[src/rtl/ycbcr_to_rgb.sv]
// BT.601 full-range YCbCr to RGB converter: three-stage pipeline with valid/ready flow control.
// Define YCBCR2RGB_CLAMP_EN to saturate each channel; otherwise the low WIDTH bits of the sum are kept.
module ycbcr_to_rgb #(
  parameter int WIDTH = 8
) (
  input  logic             clk,
  input  logic             rst,
  input  logic             in_valid,
  output logic             in_ready,
  input  logic [WIDTH-1:0] y_in,
  input  logic [WIDTH-1:0] cb_in,
  input  logic [WIDTH-1:0] cr_in,
  input  logic             in_last,
  output logic             out_valid,
  input  logic             out_ready,
  output logic [WIDTH-1:0] r_out,
  output logic [WIDTH-1:0] g_out,
  output logic [WIDTH-1:0] b_out,
  output logic             out_last
);

  localparam int PW = 20;
  localparam logic [WIDTH:0] OFFSET = {2'b01, {(WIDTH-1){1'b0}}};
  localparam logic signed [PW-1:0] MAXV = PW'((2**WIDTH) - 1);

  // Fit a signed channel sum into WIDTH bits (saturate or wrap).
  function automatic logic [WIDTH-1:0] fit(input logic signed [PW-1:0] v);
    logic [WIDTH-1:0] res;
`ifdef YCBCR2RGB_CLAMP_EN
    if (v < 20'sd0) begin
      res = {WIDTH{1'b0}};
    end else if (v > MAXV) begin
      res = {WIDTH{1'b1}};
    end else begin
      res = v[WIDTH-1:0];
    end
`else
    res = v[WIDTH-1:0];
`endif
    return res;
  endfunction

  logic                    r_v1, r_v2, r_v3;
  logic [WIDTH-1:0]        r_y1, r_y2;
  logic signed [WIDTH:0]   r_cbd1, r_crd1;
  logic                    r_last1, r_last2, r_last3;
  logic signed [PW-1:0]    r_pr, r_pgb, r_pgr, r_pb;
  logic [WIDTH-1:0]        r_r3, r_g3, r_b3;

  logic                    w_adv;
  logic signed [PW-1:0]    w_cbd_x, w_crd_x;
  logic signed [PW-1:0]    w_y_x;
  logic signed [PW-1:0]    w_r_sum, w_g_sum, w_b_sum;

  // Whole pipeline advances whenever the output slot is empty or being drained.
  assign w_adv    = !r_v3 || out_ready;
  assign in_ready = w_adv;

  assign out_valid = r_v3;
  assign r_out     = r_r3;
  assign g_out     = r_g3;
  assign b_out     = r_b3;
  assign out_last  = r_last3;

  assign w_cbd_x = {{(PW-WIDTH-1){r_cbd1[WIDTH]}}, r_cbd1};
  assign w_crd_x = {{(PW-WIDTH-1){r_crd1[WIDTH]}}, r_crd1};
  assign w_y_x   = {{(PW-WIDTH){1'b0}}, r_y2};

  assign w_r_sum = w_y_x + (r_pr >>> 5'd8);
  assign w_g_sum = w_y_x + ((r_pgb + r_pgr) >>> 5'd8);
  assign w_b_sum = w_y_x + (r_pb >>> 5'd8);

  // Stage 1: capture luma and re-centre chroma around zero.
  always_ff @(posedge clk) begin
    if (rst) begin
      r_v1    <= 1'b0;
      r_y1    <= {WIDTH{1'b0}};
      r_cbd1  <= {(WIDTH+1){1'b0}};
      r_crd1  <= {(WIDTH+1){1'b0}};
      r_last1 <= 1'b0;
    end else if (w_adv) begin
      r_v1 <= in_valid;
      if (in_valid) begin
        r_y1    <= y_in;
        r_cbd1  <= {1'b0, cb_in} - OFFSET;
        r_crd1  <= {1'b0, cr_in} - OFFSET;
        r_last1 <= in_last;
      end
    end
  end

  // Stage 2: coefficient products; the green path carries the single rounding term.
  always_ff @(posedge clk) begin
    if (rst) begin
      r_v2    <= 1'b0;
      r_y2    <= {WIDTH{1'b0}};
      r_pr    <= {PW{1'b0}};
      r_pgb   <= {PW{1'b0}};
      r_pgr   <= {PW{1'b0}};
      r_pb    <= {PW{1'b0}};
      r_last2 <= 1'b0;
    end else if (w_adv) begin
      r_v2 <= r_v1;
      if (r_v1) begin
        r_y2    <= r_y1;
        r_pr    <= (20'sd359 * w_crd_x) + 20'sd128;
        r_pgb   <= (-20'sd88 * w_cbd_x) + 20'sd128;
        r_pgr   <= -20'sd183 * w_crd_x;
        r_pb    <= (20'sd454 * w_cbd_x) + 20'sd128;
        r_last2 <= r_last1;
      end
    end
  end

  // Stage 3: scale back, add luma, fit to channel width and hold for the consumer.
  always_ff @(posedge clk) begin
    if (rst) begin
      r_v3    <= 1'b0;
      r_r3    <= {WIDTH{1'b0}};
      r_g3    <= {WIDTH{1'b0}};
      r_b3    <= {WIDTH{1'b0}};
      r_last3 <= 1'b0;
    end else if (w_adv) begin
      r_v3 <= r_v2;
      if (r_v2) begin
        r_r3    <= fit(w_r_sum);
        r_g3    <= fit(w_g_sum);
        r_b3    <= fit(w_b_sum);
        r_last3 <= r_last2;
      end
    end
  end

endmodule
[config.mk]
export PLATFORM = sky130hd
export DESIGN_NAME = ycbcr_to_rgb
export DESIGN_NICKNAME = d
export VERILOG_FILES = /design/src/rtl/ycbcr_to_rgb.sv
export SDC_FILE = /design/constraint.sdc
export NUM_CORES = 1
export LEC_CHECK = 0
export ABC_AREA = 1
export CAP_MARGIN = 25
export CORE_UTILIZATION = 25
export CTS_BUF_LIST = sky130_fd_sc_hd__clkbuf_16
export DETAILED_ROUTE_END_ITERATION = 10
export HOLD_SLACK_MARGIN = 0.06
export PLACE_DENSITY_LB_ADDON = 0.3
export SETUP_SLACK_MARGIN = 0.4
export SYNTH_ARGS = -nofsm -noshare
export SYNTH_HDL_FRONTEND = slang
export SYNTH_SLANG_ARGS = --single-unit
export TNS_END_PERCENT = 20
[constraint.sdc]
create_clock -name clk -period 4.7 [get_ports clk]
set_clock_uncertainty 0.2 [all_clocks]
set_input_delay 1.175 -clock clk [delete_from_list [all_inputs] [get_ports clk]]
set_output_delay 1.175 -clock clk [all_outputs]
set_load 0.02 [all_outputs]
==> summary.txt, run 1 <==
Clock tree
  • Worst skew pair latency: 0.36 ns
  • Clock slew seen by the registers of the worst setup and hold paths: 0.08 ns
  • Clk sinks: 104
  • TritonCTS clock tree: done
  • TritonCTS buffer count: 9
  • Clk Tree Root Cell: clkbuf_16
  • Bufs on Longest Clock Path: 2
  • Htree depth: 3
  • CTS Hold Bufs: 0

Route
  • DRC: 0
  • Via count: 8189
  • Antenna viol nets, final: 0
  • 1st-iter DRT viols: 355
  • 1st-pass router iterations: 5
  • Final WL: 25.09 mm
  • Routed len/inst: 12.95 um
  • Drt via density: 4.228

Timing
  • Max Clock Freq: 236.7 MHz
  • Least-Margin Pin Slew: 0.7502 ns
  • Setup TNS: 0 ns
  • Endpoints failing setup: 0
  • Slew headroom: 0.4991
  • RSZ-0062 raised after global routing: true
  • Pins Over Slew Limit: 0
  • Tcrit/Tclk final: 0.8988
  • Hold Vio Cnt, Final: 0
  • Final Worst Setup Slack: 0.4758 ns
  • Fin crit period: 4.224 ns

Worst setup path
  • Crit path arrival time: 4.29 ns
  • Crit path buf inv count: 5
  • CP delay by family, top: adder cells
  • R2R Setup Slk: 0.48 ns
  • Crit Path Max Fanout: 5
  • Critical path class: reg -> reg
  • Reg2reg start: r_cbd1[1]
  • Reg2reg end: r_pb[15]
  • Slowest stage delay, CP: 0.53 ns
  • Setup crit end kind: flop
  • Startpoint types: flop
  • Worst path slowest cell: fa_2
  • CP startpoint: r_cbd1[1]
  • Data required, critical path: 4.76 ns
  • R2R cell count: 22
  • CP Cell Sequence: fa_1, ha_1, inv_2, fa_2, inv_2, fa_2, inv_2, fa_1, inv_2, ha_4, nand2_4, nor2_2, nor2_1, nand2_1, nand2_1, nand2_2, nor2_2, nand4_1, nand2_1, nand3_2, nand2_1, inv_1

Logic synthesis
  • Commonest register cell after synthesis: dfxtp_1
  • Top cells by area, synth: ha_1 (23%), dfxtp_1 (20%), fa_1 (12%)
  • Number of synthesized flops with an enable pin: 0
  • #FFs+latches synth: 104
  • Mapped Area: 10210 um2
  • Async SR Flop Fraction: 0
  • Synth area leader: ha_1
  • Synth top cells by count: inv_1 (262), ha_1 (188), nor2_1 (168), nand2_1 (158), dfxtp_1 (104)
  • Ys Warns: 0
  • Cells after Synth: 1334
  • Most frequent cell after synthesis: inv_1
  • Area share of the largest cell type after synthesis: 0.2304
  • Seq/Total Area, Yosys: 0.2039
  • Synth Area per Inst: 7.653 um2
  • Yosys cell types: 37
  • Syn Nets: 1614

Pwr
  • Comb pwr share: 0.599
  • Leak: 0.006372 uW
  • Power per Cell Area: 364.1 nW/um2
  • Peak supply drop: 0.1620 mV
  • Int Pwr: 2445 uW
  • Sequential power share: 0.230
  • Clock Power Share: 0.170
  • Switching Share: 0.4509
  • Sw power: 2008 uW

Die
  • Die ar.: 41650 um2
  • Row cnt: 73
  • Initial core utilization: 0.2552
  • Die Ht: 204.1 um
  • Core area: 40010 um2
  • Die X: 204.1 um
  • Io pins: 56

Min path
  • Worst hold-check path type: reg -> reg
  • Worst Hold End: r_v1
  • Hold path depth: 2
  • Hold Crit Start: r_v1

Global route
  • Top Usage Layer GRT: met2
  • M2 GR Usage: 0.1963
  • Overflow after GRT: 0
  • Total GRT Usage: 0.1252
  • GRT met3 Usage: 0.01834
  • Largest net degree at the start of global routing: 63
  • Global-route wire length before repair: 42.07 mm
  • Grt met1 use: 0.1820
  • Initial antenna violation count: 0
  • Vias in the first global route: 8222

Finish
  • Ant. Diodes: 0
  • Top flop regs: r_pgb x13, r_pgr x13
  • Layout cells sized above 1: 0.09844
  • Final instance area: 12230 um2
  • Layout Area Growth over Synthesis: 19.82%
  • Nets: 1687
  • Util after Layout: 0.3057

Job
  • Max cap viols: 0

Placed design
  • DP Worst Slack: 0.1189 ns
  • Placement Cell Area: 11450 um2
  • Gpl congestion: 0.8593
  • Port Buf Inserts: 55
  • Post-DP HPWL: 20.36 mm

Outcome
  • Status: finished clean
worst max path at each step:
stage                     cells past startpoint  slack (ns)        end
final                                        22        0.48   r_pb[15]
after global routing                         22        0.24   r_pb[15]
after CTS                                    17        0.38  r_pgr[15]
after detailed placement                     17        0.12   r_pr[12]
after global placement                       21        0.20   r_pr[15]
after floorplan                              17        0.42   r_pr[12]
cell type report:
cell class / count / area [um2]
tap: 525 / 656.9
timing repair buffer: 91 / 832.0
inverter: 263 / 989.7
clock buffer: 9 / 225.2
multi-input combinational: 938 / 7343
sequential: 104 / 2113
clock inverter: 7 / 71.32
fill: 4297 / 27770
cell usage in the layout (no fill, tap or decap), types with 6 or more instances in the layout:
| cell type | synthesis | routed |
|---|---|---|
| fa_2 | 0 | 6 |
| buf_4 | 1 | 33 |
| fa_1 | 63 | 57 |
| dfxtp_2 | 0 | 7 |
| a21oi_1 | 85 | 80 |
| xor2_1 | 48 | 47 |
| o21bai_1 | 6 | 6 |
| nand3_1 | 44 | 42 |
| nand2_1 | 158 | 151 |
| dfxtp_4 | 0 | 6 |
| inv_2 | 1 | 13 |
| o21ai_1 | 3 | 7 |
| xnor2_1 | 16 | 16 |
| ha_1 | 188 | 171 |
| o21ai_0 | 100 | 94 |
| ha_4 | 0 | 14 |
| clkbuf_16 | 0 | 9 |
| nand2_2 | 1 | 6 |
| clkdlybuf4s50_1 | 0 | 55 |
| inv_1 | 262 | 249 |
| dfxtp_1 | 104 | 91 |
| nand4_1 | 18 | 18 |
| nor2_2 | 2 | 9 |
| nor2_1 | 168 | 161 |
| o211ai_1 | 9 | 9 |
timing repair:
item | 4_1_cts | 5_1_grt
pin swaps | 3 | 42
resized for setup | 19 | 79
hold endpoints to repair | 0 | 0
setup endpoints to repair | 17 | 18
buffers inserted | 3 | 12
through the flow:
stage / hold WS, ns / total power [uW] / instances
floorplan: 0.2434 / 2788 / 1334
global placement: 0.2511 / 3342 / 1906
detailed placement: 0.2573 / 3366 / 1906
CTS: 0.2694 / 4232 / 1925
global route: 0.2921 / 4925 / 1937
finish: 0.2644 / 4453 / 1937
cell families (layout without fill, tap and decap cells):
| group | after synthesis | in the layout | share of synthesized area |
|---|---|---|---|
| flops | 104 | 104 | 0.2039 |
| simple gates | 408 | 408 | 0.1653 |
| compound gates | 214 | 214 | 0.1118 |
| buf+inv | 292 | 370 | 0.1085 |
| fa+ha+maj | 251 | 251 | 0.3540 |
| xor+xnor | 65 | 65 | 0.05650 |
per-layer routing:
metal / up-vias / wire length [um] / share of wire
met1: 3703 / 13480 / 0.54
met3: 16 / 654 / 0.026
met2: 88 / 10720 / 0.43
met5: - / 0 / 0
li1: 4382 / - / -
met4: 0 / 237 / 0.0094
power by group through the flow:
| stage | registers, uW | logic (uW) | clock network [uW] |
|---|---|---|---|
| after floorplan | 1040 | 1740 | 0 |
| after global placement | 1050 | 2300 | 0 |
| after detailed placement | 1050 | 2320 | 0 |
| after CTS | 1030 | 2420 | 786 |
| after global routing | 1040 | 3060 | 824 |
| final | 1030 | 2670 | 758 |
tightest hold or removal path: stages, from the launching register on:
cell and delay, ns:
dfxtp_1 0.31, nand2_1 0.06, a21oi_1 0.05
Power figures use the tool's default switching activity.
==> run 2, diff against run 1 <==
Settings changed: CORE_UTILIZATION 25 to 45.
Clock period 4.7 ns to 4.4 ns, I/O delays scaled along.
==> run 2 against run 1 <==
The run now ends with design-rule violations left. Wire length fell by 6.0%. Global-route usage rose by 8.5 points. Clock power rose by 9.4%. Non-clock buffer count rose by 11. Via count rose by 3.1%. Fmax rose by 1.3%. Sequential share of layout area rose by 0.21 points. Die area fell by 44%. Flip-flop and latch count did not move. Combinational power rose by 9.0%. Largest cell class unchanged. Largest power group unchanged.
==> summary.txt, run 2 (synthesized netlist as in run 1, its figures left out) <==
Route
  • Final WL: 23.59 mm (was 25.09 mm)
  • Via count: 8439 (was 8189)
  • Drt via density: 4.955 (was 4.228)
  • Routed len/inst: 13.85 um (was 12.95 um)
  • 1st-iter DRT viols: 348 (was 355)
  • 1st-pass router iterations: 10 (was 5)
  • DRC: 6 (was 0)
  • Antenna viol nets, final: 0 (unchanged)

Worst setup path
  • Critical Path Sink: r_pgr[14] (was r_pb[15])
  • Instance count on the critical path: 13 (was 22)
  • R2R cell count: 13 (was 22)
  • CP startpoint: r_crd1[1] (was r_cbd1[1])
  • CP Cell Sequence: fa_2, fa_1, fa_1, fa_1, ha_1, ha_4, inv_1, nor3_1, nand2_1, o311ai_2, xor2_1, o21ai_0, inv_1 (was fa_1, ha_1, inv_2, fa_2, inv_2, fa_2, inv_2, fa_1, inv_2, ha_4, nand2_4, nor2_2, nor2_1, nand2_1, nand2_1, nand2_2, nor2_2, nand4_1, nand2_1, nand3_2, nand2_1, inv_1)
  • CP dominant cell by count: fa_1
  • Startpoint types: flop (unchanged)
  • Reg2reg end: r_pgr[14] (was r_pb[15])
  • Crit Path Max Fanout: 5 (unchanged)
  • Slowest stage delay, CP: 0.58 ns (was 0.53 ns)
  • CP delay by family, top: adder cells (unchanged)
  • Data required, critical path: 4.46 ns (was 4.76 ns)
  • R2R Setup Slk: 0.23 ns (was 0.48 ns)
  • Reg2reg start: r_crd1[1] (was r_cbd1[1])
  • Critical path class: reg -> reg (unchanged)
  • Crit path arrival time: 4.23 ns (was 4.29 ns)
  • Worst path slowest cell: fa_1 (was fa_2)
  • Setup crit end kind: flop (unchanged)
  • Crit path buf inv count: 2 (was 5)

Timing
  • Max Clock Freq: 239.9 MHz (was 236.7 MHz)
  • Setup TNS: 0 ns (unchanged)
  • Fin crit period: 4.168 ns (was 4.224 ns)
  • Hold Vio Cnt, Final: 0 (unchanged)
  • Pins Over Slew Limit: 0 (unchanged)
  • Slew headroom: 0.5365 (was 0.4991)
  • Least-Margin Pin Slew: 0.6935 ns (was 0.7502 ns)
  • Tcrit/Tclk final: 0.9474 (was 0.8988)
  • RSZ-0062 raised after global routing: true (unchanged)
  • Endpoints failing setup: 0 (unchanged)

Pwr
  • Peak supply drop: 0.2142 mV (was 0.1620 mV)
  • Sequential power share: 0.226 (was 0.230)
  • Power per Cell Area: 398.4 nW/um2 (was 364.1 nW/um2)
  • Sw power: 2169 uW (was 2008 uW)
  • Clock Power Share: 0.171 (was 0.170)
  • Int Pwr: 2664 uW (was 2445 uW)
  • Leak: 0.006441 uW (was 0.006372 uW)
  • Comb pwr share: 0.603 (was 0.599)
  • Switching Share: 0.4488 (was 0.4509)

Global route
  • Largest net degree at the start of global routing: 42 (was 63)
  • Initial antenna violation count: 0 (unchanged)
  • Grt met1 use: 0.2791 (was 0.1820)
  • Vias in the first global route: 8260 (was 8222)
  • Global-route wire length before repair: 39.63 mm (was 42.07 mm)
  • Total GRT Usage: 0.2097 (was 0.1252)
  • GRT met3 Usage: 0.02048 (was 0.01834)
  • Top Usage Layer GRT: met2 (unchanged)
  • Overflow after GRT: 0 (unchanged)
  • M2 GR Usage: 0.3674 (was 0.1963)

Clock tree
  • Htree depth: 3 (unchanged)
  • CTS Hold Bufs: 0 (unchanged)
  • Bufs on Longest Clock Path: 2 (unchanged)
  • Clk Tree Root Cell: clkbuf_16 (unchanged)
  • TritonCTS buffer count: 9 (unchanged)
  • TritonCTS clock tree: done (unchanged)
  • Clk sinks: 104 (unchanged)
  • Worst skew pair latency: 0.37 ns (was 0.36 ns)
  • Clock slew seen by the registers of the worst setup and hold paths: 0.09 ns (was 0.08 ns)

Placed design
  • Dpl cells: 1662 (was 1906)
  • Gpl congestion: 0.8998 (was 0.8593)
  • Post-DP HPWL: 18.24 mm (was 20.36 mm)
  • Port Buf Inserts: 55 (unchanged)

Finish
  • Layout cells sized above 1: 0.1096 (was 0.09844)
  • Ant. Diodes: 0 (unchanged)
  • Commonest non-fill, non-tap cells in the layout: inv_1 (246), ha_1 (167), nor2_1 (162) (was inv_1 (249), ha_1 (171), nor2_1 (161))
  • Area of the multi-input gates: 7446 um2 (was 7343 um2)
  • Non-filler cells, final: 1703 (was 1937)
  • Leading cell type in the layout, fill and taps excluded: inv_1 (unchanged)
  • Top flop regs: r_pgb x13, r_pgr x13 (unchanged)
  • Fillers: 2032 (was 4297)
  • Storage element area: 2121 um2 (was 2113 um2)
  • Nets: 1698 (was 1687)
  • Layout Area Growth over Synthesis: 18.83% (was 19.82%)

Die
  • Initial core utilization: 0.4635 (was 0.2552)
  • Die Ht: 152.6 um (was 204.1 um)
  • Die ar.: 23290 um2 (was 41650 um2)
  • Die X: 152.6 um (was 204.1 um)
  • Io pins: 56 (unchanged)
  • Row cnt: 54 (was 73)
  • Core area: 22030 um2 (was 40010 um2)

Outcome
  • Failing checks: design-rule violations
  • Status: finished, violations left (was finished clean)

Job
  • Max cap viols: 0 (unchanged)

Min path
  • Hold path depth: 2 (unchanged)
  • Worst hold-check path type: reg -> reg (unchanged)
[run 2: power groups by stage]
stage	Clock [uW]	Sequential, uW	Combinational, uW
after floorplan	0	1120	2030
after global placement	0	1120	2550
after detailed placement	0	1120	2590
after CTS	844	1090	2780
after global routing	886	1100	3320
final	829	1090	2910
[run 2: what timing repair did]
item                                    4_1_cts  5_1_grt
pin swaps                                    34       36
gates resized for setup                      39       32
buffers inserted                             18        7
endpoints found under the setup margin       19       20
[run 2: worst min path at each step]
stage	startpoint	to	slack [ns]
after global placement	r_v2	r_v2	0.25
after floorplan	r_v2	r_v2	0.24
after detailed placement	r_v1	r_v1	0.25
final	r_v1	r_v1	0.27
after global routing	r_v2	r_v2	0.31
after CTS	r_v1	r_v1	0.27
[run 2: through the flow]
| stage | worst slack (ns) | util | total power, uW | area, um2 | hold slack [ns] |
|---|---|---|---|---|---|
| after global placement | 0.1550 | 0.5147 | 3669 | 11340 | 0.2495 |
| final | 0.2315 | 0.5507 | 4832 | 12130 | 0.2656 |
| after detailed placement | 0.1013 | 0.5147 | 3710 | 11340 | 0.2540 |
| after global routing | 0.07260 | 0.5507 | 5309 | 12130 | 0.3058 |
| after floorplan | 0.3811 | - | 3146 | 10390 | 0.2434 |
| after CTS | 0.2385 | 0.5402 | 4713 | 11900 | 0.2678 |
[run 2: tightest hold or removal path: cells and delay by family, from the launching register on]
| kind | cells | cell delay (ns) |
|---|---|---|
| simple gates | 1 | 0.06 |
| flops | 1 | 0.32 |
| compound gates | 1 | 0.05 |
[run 2: final cells by class]
type	instances	area share
clock inverters	7	0.005982
clock buffers	9	0.01857
inverters	263	0.08179
repair buffers	102	0.07612
well taps	280	0.02888
multi-input cells	938	0.6138
flip-flops and latches	104	0.1748
[run 2: per-layer routing]
metal / share of wire / wire length [um]
met4: 0.013 / 295
met5: 0 / 0
met2: 0.47 / 11110
met3: 0.025 / 590
met1: 0.49 / 11590
